File: config.mk
export PLATFORM = sky130hd
export DESIGN_NAME = slot_bus_scheduler
export DESIGN_NICKNAME = d
export VERILOG_FILES = /design/src/rtl/slot_bus_scheduler.sv
export SDC_FILE = /design/constraint.sdc
export NUM_CORES = 1
export LEC_CHECK = 0
export CAP_MARGIN = 5
export CELL_PAD_IN_SITES_DETAIL_PLACEMENT = 0
export CELL_PAD_IN_SITES_GLOBAL_PLACEMENT = 2
export CORE_UTILIZATION = 22
export CTS_BUF_LIST = sky130_fd_sc_hd__clkbuf_2
export CTS_CLUSTER_DIAMETER = 200
export DETAILED_ROUTE_END_ITERATION = 8
export PLACE_DENSITY_LB_ADDON = 0.1
export SYNTH_ARGS = -nofsm -noshare
export SYNTH_HDL_FRONTEND = slang
export SYNTH_SLANG_ARGS = --single-unit
export TNS_END_PERCENT = 20
File: constraint.sdc
create_clock -name clk_100mhz -period 2.8 [get_ports clk_100mhz]
set_input_delay 0.42 -clock clk_100mhz [delete_from_list [all_inputs] [get_ports clk_100mhz]]
set_output_delay 0.42 -clock clk_100mhz [all_outputs]
set_load 0.1 [all_outputs]
File: src/rtl/slot_bus_scheduler.sv
// slot_bus_scheduler
// Time-slot sequencer and shared memory bus arbiter. Time is divided into
// NUM_SLOTS slots of SLOT_LEN clocks each. Only enabled slots are visited.
// The owner of the active slot may issue one memory request per visit, and the
// response is routed back to that owner. Responses that arrive late or were
// never requested set a sticky error flag.
//
// Ports
//   clk_100mhz  : system clock
//   rst_n       : asynchronous active-low reset
//   slot_en     : per-slot enable, sampled only at slot boundaries
//   hold        : freezes the slot/cycle counters and suppresses tick/wrap/mem_req
//   req         : per-channel memory request
//   addr        : per-channel address, channel i at [i*ADDR_W +: ADDR_W]
//   slot_active : one-hot owner of the current slot, 0 when idle
//   tick        : 1-clock strobe on the first clock of a slot
//   wrap        : 1-clock strobe with a tick whose slot index <= previous index
//   mem_req     : 1-clock memory request strobe
//   mem_addr    : address of the last issued request, held
//   mem_data    : memory read data
//   mem_valid   : memory read data valid strobe
//   data        : last accepted read data, held
//   data_valid  : 1-clock strobe to the channel that owns the response
//   late_err    : sticky flag for dropped or unsolicited responses
module slot_bus_scheduler #(
    parameter int NUM_SLOTS = 4,
    parameter int SLOT_LEN  = 8,
    parameter int ADDR_W    = 16,
    parameter int DATA_W    = 8
) (
    input  logic                          clk_100mhz,
    input  logic                          rst_n,
    input  logic [NUM_SLOTS-1:0]          slot_en,
    input  logic                          hold,
    input  logic [NUM_SLOTS-1:0]          req,
    input  logic [NUM_SLOTS*ADDR_W-1:0]   addr,
    output logic [NUM_SLOTS-1:0]          slot_active,
    output logic [NUM_SLOTS-1:0]          tick,
    output logic                          wrap,
    output logic                          mem_req,
    output logic [ADDR_W-1:0]             mem_addr,
    input  logic [DATA_W-1:0]             mem_data,
    input  logic                          mem_valid,
    output logic [DATA_W-1:0]             data,
    output logic [NUM_SLOTS-1:0]          data_valid,
    output logic                          late_err
);

    localparam int SW = $clog2(NUM_SLOTS);
    localparam int CW = $clog2(SLOT_LEN);
    localparam logic [CW-1:0] LAST_CYC = CW'(SLOT_LEN - 1);

    logic [SW-1:0]        slot;
    logic [SW-1:0]        next_slot;
    logic [SW-1:0]        cand;
    logic [CW-1:0]        cyc;
    logic                 active;
    logic                 outstanding;
    logic                 wrap_q;
    logic                 mem_req_q;
    logic [ADDR_W-1:0]    mem_addr_q;
    logic [DATA_W-1:0]    data_q;
    logic [NUM_SLOTS-1:0] data_valid_q;
    logic                 late_err_q;
    logic [NUM_SLOTS-1:0] slot_onehot;
    logic [ADDR_W-1:0]    addr_ch [NUM_SLOTS];
    logic                 boundary;
    logic                 issue;

    assign slot_onehot = NUM_SLOTS'(1) << slot;
    assign boundary    = !hold && (cyc == LAST_CYC);
    assign issue       = !hold && active && (cyc == '0) && req[slot];

    // Unpack the flat address bus so the owning channel can be selected by slot.
    always_comb begin
        for (int i = 0; i < NUM_SLOTS; i++) begin
            addr_ch[i] = addr[i*ADDR_W +: ADDR_W];
        end
    end

    // Round-robin successor: walk downwards from the farthest offset so that the
    // nearest enabled slot after the current one wins; the current slot itself
    // (offset NUM_SLOTS) is the last resort. With nothing enabled, stay put.
    always_comb begin
        next_slot = slot;
        cand      = '0;
        for (int k = NUM_SLOTS; k >= 1; k--) begin
            cand = SW'((int'(slot) + k) % NUM_SLOTS);
            if (slot_en[cand]) begin
                next_slot = cand;
            end
        end
    end

    // Slot/cycle counters. Reset parks at the last cycle of the last slot so the
    // first clock after reset is a boundary that picks the lowest enabled slot.
    // wrap is only raised when moving from an active slot into an active slot.
    always_ff @(posedge clk_100mhz or negedge rst_n) begin
        if (!rst_n) begin
            slot   <= SW'(NUM_SLOTS - 1);
            cyc    <= LAST_CYC;
            active <= 1'b0;
            wrap_q <= 1'b0;
        end else if (!hold) begin
            if (cyc == LAST_CYC) begin
                cyc    <= '0;
                slot   <= next_slot;
                active <= |slot_en;
                wrap_q <= active && (|slot_en) && (next_slot <= slot);
            end else begin
                cyc    <= cyc + CW'(1);
                wrap_q <= 1'b0;
            end
        end
    end

    // Memory bus: a request launches on the cycle 0 -> 1 step of an active slot.
    // A response is accepted whenever one is outstanding, even during hold or on
    // the boundary clock itself; reaching a boundary still waiting drops it.
    // The issue assignment comes last because it must win over a stray response
    // clearing outstanding on the same clock.
    always_ff @(posedge clk_100mhz or negedge rst_n) begin
        if (!rst_n) begin
            outstanding  <= 1'b0;
            mem_req_q    <= 1'b0;
            mem_addr_q   <= '0;
            data_q       <= '0;
            data_valid_q <= '0;
            late_err_q   <= 1'b0;
        end else begin
            mem_req_q    <= 1'b0;
            data_valid_q <= '0;
            if (mem_valid) begin
                if (outstanding && active) begin
                    data_q       <= mem_data;
                    data_valid_q <= slot_onehot;
                    outstanding  <= 1'b0;
                end else begin
                    late_err_q <= 1'b1;
                end
            end else if (boundary && outstanding) begin
                outstanding <= 1'b0;
                late_err_q  <= 1'b1;
            end
            if (issue) begin
                mem_req_q   <= 1'b1;
                mem_addr_q  <= addr_ch[slot];
                outstanding <= 1'b1;
            end
        end
    end

    // Tick and wrap are gated by hold so a frozen first cycle produces no strobe
    // until the counters move again.
    always_comb begin
        slot_active = active ? slot_onehot : '0;
        tick        = ((cyc == '0) && !hold) ? slot_active : '0;
        wrap        = wrap_q && !hold;
        mem_req     = mem_req_q;
        mem_addr    = mem_addr_q;
        data        = data_q;
        data_valid  = data_valid_q;
        late_err    = late_err_q;
    end

endmodule

==> metrics <==
status completed; area post-placement between 3000 and 4000 sq um; Ys Warns 0; crit path capture type primary output; Cells after DPL 405; Syn Area/Cell roughly 14 sq um; fmax a little under 400 MHz; Initial Util 22.8%; first-pass GRT wire length 9570 um; total grt overflow 0; Placer Congestion 0.678; leakage between 1.5 and 2 nW; mapped cell area between 2000 and 2500 sq um; Tot GR Track Use ~12%; P_sw 2.07 mW; CTS root buf clkbuf_2; Finished Cell Area between 3000 and 4000 sq um; ANT cells 0; Fin Setup TNS 0 ns; drt first-iter violations 57; Slew @ Worst Pin 0.880 ns; Final Max Slew Viols 0; Die W between 100 and 150 um; clock sink total 38; Site Rows 36; WL per Instance 15.5 um; final hold violation count 0; Util after Layout 37.3%; area grow syn2layout 63.8%; Placeable Area 9770 sq um; commonest non-fill, non-tap cell in the layout clkdlybuf4s50_1; Setup Skew 0.0152 ns; Logic pwr share 68.3%; Slew headroom 41.3%; Total Wirelength 6410 um; PwrDens 1070 nW/um^2; Final #Nets 372; Syn Nets 249; chip height 103 um; H-Tree Depth 2; CTS Buf Count 5; non-filler cells, final 413; DR DRC count 0; register area share after synthesis 43.0%; post-synthesis cell type count 34; Reg power frac a little under a quarter; internal power ~1.8 mW; Clock Path Buffers 2; count of input and output buffers 122; vias in the first global route 1741; vias per cell 4.23; share of cells above drive strength 1 36.4%; full die area 10500 sq um; Post-CTS Resized 0; via count 1747; crit path launch type flop; antenna viol nets, final 0; most frequent cells in the layout clkdlybuf4s50_1 (82), dfrtp_1 (33), buf_4 (33); Arrival @ worst endpoint 2.11 ns; min cycle time layout 2.53 ns; final worst-path cycle share 90.3%; post-synthesis cell count 156; final setup vio count 0; Peak VDD IR 0.498 mV; largest net degree at the start of global routing 39; Fillers 988; Pre-Repair DR Iteration Count 4; Clock Power Share roughly 8.7%; Crit Path Class flop to primary output; worst path required time 2.38 ns; CTS Hold Buffers Added 0; CTS tree built; worst-path fanout max 26; switching share of power 52.8%; dpl hpwl 4910 um; Setup Fix Bufs, Post-CTS 0; Yosys reg bits 38; later-pin clock latency in the skew report about 0.38 ns; Reg clk slew, reported paths around 0.21 ns; io pins 123; RSZ-0062 raised after global routing no; MaxCap Viol Count 0; initial antenna violation count 0; Worst Hold Class input pin to async pin
[critical path, cell delays in order (launching register included)]
cell and delay, ns:
dfstp_2 0.64, buf_4 0.43, ha_1 0.29, and2_1 0.19, buf_12 0.18
[synth_stat cells]
cell	n	area share, %
o21ai_0	1	0.22
o211ai_1	2	0.67
a21o_1	1	0.34
buf_4	1	0.34
a21oi_1	5	1.1
nand2_1	6	1.0
clkbuf_1	3	0.51
mux4_2	17	17
o41ai_1	1	0.39
nor3_1	3	0.67
o21bai_1	1	0.34
nor4_1	1	0.28
nor2b_1	1	0.28
mux2_2	19	9.6
inv_1	7	1.2
dfstp_2	5	5.9
o311a_1	1	0.45
and4bb_2	1	0.56
ha_1	9	5.1
xnor2_1	2	0.79
mux2i_1	1	0.45
dfrtp_1	33	37
and3_1	1	0.28
nand2b_1	3	0.84
or3_1	1	0.28
buf_6	1	0.51
mux4_1	2	2.4
buf_2	3	0.67
and2_1	12	3.4
nand2_4	1	0.51
nand3_1	1	0.22
buf_12	1	0.90
nor2_1	1	0.17
mux2_4	8	5.4
[sequential cells by signal, summed over array words and instances, names as in the netlist]
register and cells:
data 8, mem_addr 16, active 1, slot 2, data_valid 4, late_err 1
mem_req 1, wrap_q 1, outstanding 1, cyc 3
[through the flow]
stage | power, mW | hold WS [ns] | setup slack [ns]
finish | 3.91 | 0.111 | 0.271
global route | 4.13 | 0.137 | 0.0509
CTS | 3.98 | 0.117 | 0.157
detailed placement | 3.63 | 0.467 | 0.230
global placement | 3.63 | 0.462 | 0.266
floorplan | 2.94 | 0.124 | 0.123
[layer usage]
layer	track usage, %	up-vias	routed length [um]
met5	0	-	0
met1	15.6	850	2750
met3	3.86	5	555
met4	3.30	0	73
met2	20.3	65	3040
li1	-	827	-
[worst paths after layout]
check                                          start                  endpoint  slack (ns)  depth (start not counted)
worst max-delay path             slot[0]$_DFFE_PN1P_                   tick[1]        0.27                          4
worst min-delay path                           rst_n       data[4]$_DFFE_PN0P_        0.11                          1
worst max register to register   slot[1]$_DFFE_PN1P_        wrap_q$_DFFE_PN0N_        0.30                         11
worst min register to register  late_err$_DFFE_PN0P_      late_err$_DFFE_PN0P_        0.51                          1
max in group asynchronous                      rst_n  mem_addr[10]$_DFFE_PN0P_        2.12                          1
min in group clk_100mhz         late_err$_DFFE_PN0P_      late_err$_DFFE_PN0P_        0.51                          1
[power by group through the flow]
stage / combinational, mW / clock [mW] / sequential, mW
3_5_place_dp: 2.71 / 0 / 0.917
5_1_grt: 2.82 / 0.377 / 0.936
6_report: 2.67 / 0.339 / 0.899
2_1_floorplan: 1.07 / 0 / 1.87
3_3_place_gp: 2.72 / 0 / 0.912
4_1_cts: 2.72 / 0.360 / 0.903
[area by class of cell]
cell class | instances | area, sq um | share of cell area [%]
Clock inverter | 3 | 40.0 | 1.10
Clock buffer | 5 | 25.0 | 0.686
Inverter | 7 | 26.3 | 0.721
Multi-Input combinational cell | 102 | 1180 | 32.3
Sequential cell | 38 | 957 | 26.3
Tap cell | 133 | 166 | 4.56
Timing Repair Buffer | 125 | 1250 | 34.4
[logic make-up (layout without fill, tap and decap cells)]
kind of cell,after synthesis,count (layout),share of synthesized area (%)
mux,47,47,35.0
flops,38,38,43.0
simple gates,32,32,8.49
buf+inv,16,140,4.10
compound gates,12,12,3.54
fa+ha+maj,9,9,5.06
xor+xnor,2,2,0.787
No activity file was read; power rests on OpenSTA's default activity.
